<file path="src/rtl/conv_mac_13.sv">
// Conv layer 13 multiply-accumulate: pops paired activation/coefficient words, sums TAPS products,
// pushes one rescaled result per window. Define CONV_MAC_SAT_EN to saturate the result instead of wrapping it.
module conv_mac_13 #(
   parameter int DATA_W = 16,
   parameter int ACC_W  = 40,
   parameter int OUT_W  = 16,
   parameter int TAPS   = 9,
   parameter int SHIFT  = 8
) (
   input  logic              ap_clk,
   input  logic              ap_rst,
   input  logic [DATA_W-1:0] input_V_dout,
   input  logic              input_V_empty_n,
   output logic              input_V_read,
   input  logic [DATA_W-1:0] weight_V_dout,
   input  logic              weight_V_empty_n,
   output logic              weight_V_read,
   output logic [OUT_W-1:0]  output_V_din,
   input  logic              output_V_full_n,
   output logic              output_V_write
);

   // Handshake: a pop happens on any cycle where the matching *_read is high at the rising edge
   // (data on *_dout is consumed that edge); a push happens on any cycle where output_V_write is high.
   typedef enum logic [1:0] {S_ACC = 2'd0, S_FLUSH = 2'd1, S_OUT = 2'd2} state_t;

   localparam int CNT_W  = (TAPS > 2) ? $clog2(TAPS) : 1;
   localparam int PROD_W = 2 * DATA_W;
   localparam logic [CNT_W-1:0] LAST_TAP = CNT_W'(TAPS - 1);

   state_t                    state_q, state_d;
   logic [CNT_W-1:0]          tap_cnt_q, tap_cnt_d;
   logic signed [PROD_W-1:0]  prod_q, prod_d;
   logic                      prod_vld_q, prod_vld_d;
   logic signed [ACC_W-1:0]   acc_q, acc_d;
   logic [OUT_W-1:0]          out_q, out_d;

   logic                      fire;
   logic signed [PROD_W-1:0]  prod_mul;
   logic signed [ACC_W-1:0]   acc_sum;
   logic signed [ACC_W-1:0]   scaled;
   logic [OUT_W-1:0]          narrowed;

   // State register
   always_ff @(posedge ap_clk) begin
      if (ap_rst) begin
         state_q    <= S_ACC;
         tap_cnt_q  <= '0;
         prod_q     <= '0;
         prod_vld_q <= 1'b0;
         acc_q      <= '0;
         out_q      <= '0;
      end else begin
         state_q    <= state_d;
         tap_cnt_q  <= tap_cnt_d;
         prod_q     <= prod_d;
         prod_vld_q <= prod_vld_d;
         acc_q      <= acc_d;
         out_q      <= out_d;
      end
   end

   // Next-state logic
   always_comb begin
      state_d = state_q;
      case (state_q)
         S_ACC:   if (fire && (tap_cnt_q == LAST_TAP)) state_d = S_FLUSH;
         S_FLUSH: state_d = S_OUT;
         S_OUT:   if (output_V_full_n) state_d = S_ACC;
         default: state_d = S_ACC;
      endcase
   end

   assign fire     = (state_q == S_ACC) && input_V_empty_n && weight_V_empty_n;
   assign prod_mul = $signed(input_V_dout) * $signed(weight_V_dout);
   assign acc_sum  = acc_q + {{(ACC_W-PROD_W){prod_q[PROD_W-1]}}, prod_q};
   assign scaled   = acc_sum >>> SHIFT;

`ifdef CONV_MAC_SAT_EN
   localparam logic signed [ACC_W-1:0] OUT_MAX = {{(ACC_W-OUT_W+1){1'b0}}, {(OUT_W-1){1'b1}}};
   localparam logic signed [ACC_W-1:0] OUT_MIN = {{(ACC_W-OUT_W+1){1'b1}}, {(OUT_W-1){1'b0}}};
   always_comb begin
      narrowed = OUT_W'(scaled);
      if (scaled > OUT_MAX)      narrowed = {1'b0, {(OUT_W-1){1'b1}}};
      else if (scaled < OUT_MIN) narrowed = {1'b1, {(OUT_W-1){1'b0}}};
   end
`else
   assign narrowed = OUT_W'(scaled);
`endif

   // Datapath: the flush cycle folds the final product straight into the result
   always_comb begin
      tap_cnt_d  = tap_cnt_q;
      prod_d     = prod_q;
      prod_vld_d = fire;
      acc_d      = acc_q;
      out_d      = out_q;
      if (fire) begin
         prod_d    = prod_mul;
         tap_cnt_d = (tap_cnt_q == LAST_TAP) ? '0 : tap_cnt_q + 1'b1;
      end
      if (state_q == S_FLUSH) begin
         out_d = narrowed;
         acc_d = '0;
      end else if (prod_vld_q) begin
         acc_d = acc_sum;
      end
   end

   // Outputs
   always_comb begin
      input_V_read   = fire && !ap_rst;
      weight_V_read  = fire && !ap_rst;
      output_V_write = (state_q == S_OUT) && output_V_full_n && !ap_rst;
      output_V_din   = out_q;
   end

endmodule

</file>
<file path="config.mk">
export PLATFORM = sky130hd
export DESIGN_NAME = conv_mac_13
export DESIGN_NICKNAME = d
export VERILOG_FILES = /design/src/rtl/conv_mac_13.sv
export SDC_FILE = /design/constraint.sdc
export NUM_CORES = 1
export LEC_CHECK = 0
export BUFFER_PORTS_ARGS = -buffer_cell sky130_fd_sc_hd__buf_2
export CAP_MARGIN = 20
export CORE_UTILIZATION = 55
export DETAILED_ROUTE_END_ITERATION = 8
export PLACE_DENSITY = 0.73
export SYNTH_ARGS = -nofsm -noshare
export SYNTH_HDL_FRONTEND = slang
export SYNTH_SLANG_ARGS = --single-unit
export TNS_END_PERCENT = 10
</file>
<file path="constraint.sdc">
create_clock -name ap_clk -period 15.2 [get_ports ap_clk]
set_clock_uncertainty 0.2 [all_clocks]
set_input_delay 3.8 -clock ap_clk [delete_from_list [all_inputs] [get_ports ap_clk]]
set_output_delay 3.8 -clock ap_clk [all_outputs]
set_load 0.01 [all_outputs]
</file>
==> results.py, run 1 <==
metrics = {
    "global_routing": {
        "antenna_found_initial": 0,
        "grt_usage_pct": 25.61,
        "grt_max_degree": 42,
        "grt_pass1_vias": 9275,
        "grt_overflow": 0,
        "grt_pass1_wl_mm": 43.82,
    },
    "clock_network": {
        "clkLatencyLatePin_ns": 0.34,
        "cts.repair.resized": 0,
        "ctsHtreeMaxLevel": 3,
        "cts_num_sinks": 71,
        "postCtsSetupBuffers": 0,
        "ctsHoldBuffers": 0,
        "clk_pin_slew_ns": 0.06,
        "cts_buffer_depth": 2,
        "numCtsBuffers": 9,
        "cts_root_buffer": "clkbuf_16",
        "cts_tree": "yes",
    },
    "die": {
        "die_area_sq_um": 21250,
        "die_h_um": 145.8,
        "pin_count": 56,
        "dieWidth_um": 145.8,
        "coreArea_sq_um": 20230,
        "start_util_pct": 56.18,
        "row_count": 52,
    },
    "critical_path": {
        "cp_max_fo": 15,
        "startpoint_type": "input pin",
        "crit_buf_inv": 6,
        "cp_slowest_cell": "fa_1",
        "worstRegToRegCells": 11,
        "crit_family": "adder cells",
        "worst_path_most_repeated_cell": "fa_1",
        "cp_cell_sequence": "buf_2, nand2_1, fa_1, inv_1, fa_1, inv_1, fa_1, inv_1, fa_1, fa_1, inv_1, fa_1, inv_1, ha_1, nand4_1, or2_2, o311a_4, o21ai_2, a31oi_1, or4_1, nand3_1",
        "critPathCaptureType": "flop",
        "r2r-start": "acc_q[0]",
        "crit_type": "in2reg",
        "path_depth": 21,
        "arrival_ns": 9.53,
        "cp_slowest_stage_delay_ns": 0.56,
        "crit_start": "weight_V_dout[9]",
        "cp.required_ns": 15.28,
    },
    "outcome": {
        "status": "complete, no violations",
    },
    "yosys": {
        "synthTopCellsByCount": "259 x inv_1, 190 x nand2_1, 188 x fa_1",
        "synth_top_cell_by_area": "fa_1",
        "syn-cell-area_sq_um": 11370,
        "ys_ff_latch": 71,
        "yosysMostFrequentCell": "inv_1",
        "synth_seq_area_share_pct": 12.50,
        "syn_avg_cell_area_sq_um": 8.605,
        "ys_warn_count": 0,
        "synth-async-reset-ratio_pct": 0,
        "synth_edf_count": 0,
        "synth_nets": 1644,
        "synth_top_area_share_pct": 33.11,
        "syn_inst": 1321,
        "synth-main-ff-cell": "dfxtp_1",
        "synth_cell_types": 66,
        "synth.area.top_cells": "fa_1 33%, dfxtp_1 13%, ha_1 11%",
    },
    "route": {
        "dr.first_iter.drc_count": 436,
        "wl_mm": 25.02,
        "via_per_inst": 5.394,
        "drc_errors": 0,
        "ant_nets": 0,
        "vias": 8690,
        "drtPass1Iterations": 5,
        "wl_per_cell_um": 15.53,
    },
    "placement": {
        "dp_cells": 1594,
        "io_buffers": 55,
        "dp_hpwl_mm": 19.89,
        "place_congestion": 0.8749,
        "placed_cell_area_sq_um": 11800,
    },
    "finish": {
        "area_growth_pct": 7.078,
        "drive_gt1_share_pct": 7.010,
        "stdcell_area_sq_um": 12170,
        "num_antenna_cells": 0,
        "nets": 1659,
        "final_cells": 1611,
    },
    "timing": {
        "setup_violations": 0,
        "relSlewSlack_pct": 31.76,
        "finalHoldViolCount": 0,
        "period_share_pct": 62.19,
        "max_freq_ghz": 0.1058,
        "worstMarginPinSlew_ns": 1.024,
        "setup-tns-final_ns": 0,
        "slew_violations": 0,
        "period_minus_slack_ns": 9.453,
        "rsz0062_at_grt": "false",
    },
    "hold_path": {
        "whs_path_depth": 2,
        "min_from": "output_V_din[6]",
        "hp-class": "reg2reg",
    },
    "job": {
        "cap_violations": 0,
    },
    "power_and_ir_drop": {
        "power_density_nw_per_um2": 222.2,
        "p_leak_nw": 5.930,
        "irDropWorstVdd_uv": 421.3,
    },
}
==> cells in the final DEF (no fill, tap or decap), types with 3 or more instances in the layout <==
master	n
nor3_1	11
nor2_1	45
and3_1	3
buf_2	55
or2_2	3
bufinv_16	3
nand3_1	13
nor3b_1	6
nand4_1	4
dfxtp_1	71
o21a_1	6
nor2b_1	7
a21oi_1	48
o21ai_0	33
or3_1	3
a22o_1	7
nand3b_1	8
inv_1	259
a211oi_1	10
fa_1	188
ha_1	98
o21ai_1	6
o31ai_1	3
nand2_1	190
nand2b_1	9
a21o_1	10
o21bai_1	7
and2_1	100
xnor2_1	43
a31oi_1	7
xor2_1	10
nand4b_1	4
buf_4	4
clkbuf_16	9
mux2i_1	13
==> worst reg2reg max path, stage by stage (launching register included) <==
cell	delay [ns]
dfxtp_1	0.34
ha_1	0.20
inv_1	0.07
fa_1	0.41
nor2b_1	0.17
o31a_1	0.24
o41ai_4	0.11
o211ai_1	0.29
nand3_1	0.16
and4b_1	0.26
nor4b_1	0.32
a211o_1	0.15
==> cell families (layout without fill, tap and decap cells) <==
logic type / Yosys count / count (layout) / synth area share [%]
compound gates: 162 / 162 / 9.510
buf+inv: 315 / 335 / 10.43
xor+xnor: 54 / 54 / 4.282
flops: 71 / 71 / 12.50
mux: 15 / 15 / 1.343
fa+ha+maj: 286 / 286 / 43.90
simple gates: 418 / 418 / 18.03
==> registers in the layout, summed over array words and instances, names as in the netlist <==
| register | cells |
|---|---|
| output_V_din | 16 |
| state_q | 2 |
| acc_q | 24 |
| prod_vld_q | 1 |
| prod_q | 24 |
| tap_cnt_q | 4 |
==> final timing paths <==
path	endpoint	slack, ns
worst max-delay path	prod_q[22]	5.75
worst min-delay path	output_V_din[6]	0.25
worst max register to register	acc_q[20]	12.25
worst min register to register	output_V_din[6]	0.25
==> stage by stage <==
step           power, mW  hold WS, ns  setup slack, ns  utilization [%]
2_1_floorplan      2.004       0.2362            5.653                -
3_3_place_gp       2.406       0.2395            5.544            58.30
3_5_place_dp       2.442       0.2438            5.416            58.30
4_1_cts            2.705       0.2567            5.760            60.02
5_1_grt            3.041       0.2729            5.461            60.15
6_report           2.704       0.2511            5.747            60.15
==> layer usage <==
| layer | track usage (%) | vias up | part of all wire (%) |
|---|---|---|---|
| li1 | - | 4126 | - |
| met1 | 33.93 | 4302 | 44 |
| met2 | 43.97 | 223 | 50 |
| met3 | 3.480 | 39 | 4.8 |
| met4 | 7.000 | 0 | 2.1 |
| met5 | 0 | - | 0 |
==> final cells by class <==
cell class | instances | area, sq um
clock buffer | 11 | 242.7
clock inverter | 5 | 105.1
inverter | 259 | 972.2
multi-input combinational | 935 | 8760
sequential | 71 | 1421
tap | 270 | 337.8
fill | 1767 | 8063
timing repair buffer | 60 | 332.8
==> power breakdown <==
| group | switching [mW] | internal, mW |
|---|---|---|
| Clock | 0.0800 | 0.165 |
| Combinational | 1.27 | 0.978 |
| Sequential | 0.00955 | 0.205 |
| Total | 1.36 | 1.35 |
Power figures use the tool's default switching activity.
==> run 2: changes to the inputs <==
Settings changed: ABC_AREA set to 1, PLACE_DENSITY 0.73 to 0.75.
Clock period 15.2 ns to 8.3 ns, I/O delays scaled along.
==> run 2 against run 1 <==
Die area up 6.9%. Critical path depth unchanged. Flip-flop and latch count unchanged. Utilization shrank 0.58 points. First-iteration DRC count increased by 59%. Area after synthesis rose by 7.0%. Final cell count is 25% higher. Critical path type unchanged. Highest routed layer unchanged.
==> results.py, run 2 <==
metrics = {
    "clock_network": {
        "ctsHoldBuffers": 0,
        "cts_buffer_depth": 2,
        "cts_tree": "yes",
        "cts_num_sinks": 71,
        "ctsHtreeMaxLevel": 3,
        "clkLatencyLatePin_ns": 0.35,
        "cts_root_buffer": "clkbuf_16",
        "cts.repair.resized": 0,
        "numCtsBuffers": 9,
        "clk_pin_slew_ns": 0.06,
        "postCtsSetupBuffers": 0,
    },
    "timing": {
        "setup_violations": 0,
        "setup-tns-final_ns": 0,
        "max_freq_ghz": 0.1314,
        "finalHoldViolCount": 0,
        "period_minus_slack_ns": 7.609,
        "relSlewSlack_pct": 47.74,
        "worstMarginPinSlew_ns": 0.7791,
        "period_share_pct": 91.68,
        "slew_violations": 0,
        "rsz0062_at_grt": "false",
    },
    "route": {
        "dr.first_iter.drc_count": 694,
        "wl_mm": 29.03,
        "ant_nets": 0,
        "wl_per_cell_um": 14.41,
        "drtPass1Iterations": 6,
        "drc_errors": 0,
        "vias": 10380,
        "via_per_inst": 5.156,
    },
    "finish": {
        "drive_gt1_share_pct": 6.632,
        "num_antenna_cells": 0,
        "final_cell_mix": "456 x inv_1, 427 x nand2_1, 188 x fa_1",
        "area_growth_pct": 6.520,
        "final_cells": 2014,
        "final_common_cell": "inv_1",
        "fill_cells": 2124,
        "nets": 2052,
    },
    "critical_path": {
        "critPathCaptureType": "flop",
        "r2r_setup_slack_ns": 5.89,
        "cp_cell_sequence": "buf_2, clkinv_1, or2_2, fa_1, fa_1, inv_1, fa_1, fa_1, fa_1, inv_1, fa_1, inv_1, ha_1, a21oi_1, o21ai_0, a21oi_1, nand3_1, nand2_1, nand3_1, o211ai_1, inv_1",
        "cp_slowest_stage_delay_ns": 0.57,
        "arrival_ns": 7.64,
        "rr_endpoint": "acc_q[17]",
        "worst_path_most_repeated_cell": "fa_1",
        "worstRegToRegCells": 13,
        "cp_slowest_cell": "fa_1",
        "startpoint_type": "input pin",
        "cp_max_fo": 9,
        "r2r-start": "prod_q[4]",
        "crit_type": "in2reg",
        "cp.required_ns": 8.33,
    },
    "hold_path": {
        "min_from": "output_V_din[5]",
        "hp-class": "reg2reg",
        "whs_path_depth": 2,
        "holdPathEnd": "output_V_din[5]",
    },
    "die": {
        "pin_count": 56,
        "dieWidth_um": 150.7,
        "die_area_sq_um": 22720,
        "start_util_pct": 55.92,
        "row_count": 54,
        "die_h_um": 150.7,
        "coreArea_sq_um": 21760,
    },
    "yosys": {
        "synth_nets": 2032,
        "synth_edf_count": 0,
        "syn_avg_cell_area_sq_um": 7.119,
        "ys_ff_latch": 71,
        "yosysMostFrequentCell": "inv_1",
        "syn_inst": 1709,
        "syn-cell-area_sq_um": 12170,
        "synth_top_cell_by_area": "fa_1",
        "synthTopCellsByCount": "456 x inv_1, 427 x nand2_1, 188 x fa_1",
        "synth_cell_types": 45,
        "synth_top_area_share_pct": 30.93,
        "synth-main-ff-cell": "dfxtp_1",
        "synth_seq_area_share_pct": 11.68,
        "synth-async-reset-ratio_pct": 0,
        "synth.area.top_cells": "fa_1 31%, inv_1 14%, nand2_1 13%",
        "ys_warn_count": 0,
    },
    "placement": {
        "io_buffers": 55,
        "dp_cells": 1998,
        "dp_hpwl_mm": 24.58,
        "place_congestion": 0.9184,
    },
    "global_routing": {
        "grt_overflow": 0,
        "grt_usage_pct": 28.00,
        "antenna_found_initial": 0,
        "grt_pass1_wl_mm": 49.62,
        "grt_pass1_vias": 10320,
        "grt_max_degree": 40,
    },
    "outcome": {
        "status": "complete, no violations",
    },
    "job": {
        "cap_violations": 0,
    },
}
## run 2: cell count changes after synthesis, moves of 8 or more
cell and change:
nand2_1 +237, inv_1 +197, and2_1 -99, nor2_1 +56
nand3_1 +48, xnor2_1 -35, o21ai_0 +26, mux2i_1 -13
nand4_1 +12, a211oi_1 -10, o211ai_1 +10, buf_2 +8
nand2b_1 -8
## run 2: routing by layer
| metal | up-vias | wire length (um) | GRT usage, % |
|---|---|---|---|
| li1 | 5079 | - | - |
| met1 | 4996 | 13160 | 39.23 |
| met2 | 273 | 13790 | 46.06 |
| met3 | 36 | 1650 | 3.939 |
| met4 | 0 | 428 | 5.900 |
| met5 | - | 0 | 0 |
## run 2: logic make-up (layout without fill, tap and decap cells)
| kind of cell | Yosys count | after routing | synth area share (%) |
|---|---|---|---|
| and+or+nand+nor | 638 | 638 | 21.53 |
| buffers and inverters | 524 | 549 | 16.29 |
| adders and majority gates | 286 | 286 | 41.01 |
| AOI/OAI and AO/OA | 168 | 168 | 7.898 |
| DFF | 71 | 71 | 11.68 |
| xor gates and xnor gates | 22 | 22 | 1.584 |
## run 2: how the worst max path moves through the flow
stage / startpoint / endpoint / cells past startpoint
after global placement: weight_V_dout[15] / prod_q[20] / 20
after global routing: weight_V_dout[15] / prod_q[20] / 20
final: weight_V_dout[15] / prod_q[21] / 21
after detailed placement: weight_V_dout[15] / prod_q[21] / 21
after floorplan: input_V_dout[5] / prod_q[15] / 23
after CTS: weight_V_dout[15] / prod_q[20] / 20
## run 2: cell type report
class | count | area, sq um | area share, %
Multi-Input combinational cell | 1114 | 8766 | 67.64
Inverter | 463 | 1738 | 13.41
Tap cell | 280 | 350.3 | 2.703
Clock inverter | 7 | 71.32 | 0.5503
Clock buffer | 9 | 225.2 | 1.738
Timing Repair Buffer | 70 | 387.9 | 2.993
Sequential cell | 71 | 1421 | 10.97
## run 2: critical path, delay by kind of cell
kind	cells	cell delay [ns]
AO/OA/AOI/OAI	4	0.84
AND/OR/NAND/NOR	4	0.62
buffers and inverters	6	0.60
adder cells (fa/ha/maj)	7	3.51
## run 2: through the flow
| step | setup slack, ns | hold slack (ns) | area [sq um] | utilization, % |
|---|---|---|---|---|
| after detailed placement | 0.3784 | 0.2355 | 12660 | 58.21 |
| after global placement | 0.3656 | 0.2351 | 12660 | 58.21 |
| after CTS | 0.7212 | 0.2509 | 12960 | 59.57 |
| after global routing | 0.3864 | 0.2733 | 12960 | 59.57 |
| final | 0.6908 | 0.2506 | 12960 | 59.57 |
| after floorplan | 0.8140 | 0.2446 | 12170 | - |
Power of run 2 is not shown: default switching activity piles up to over one toggle a cycle in this logic, so the estimate is an artifact.
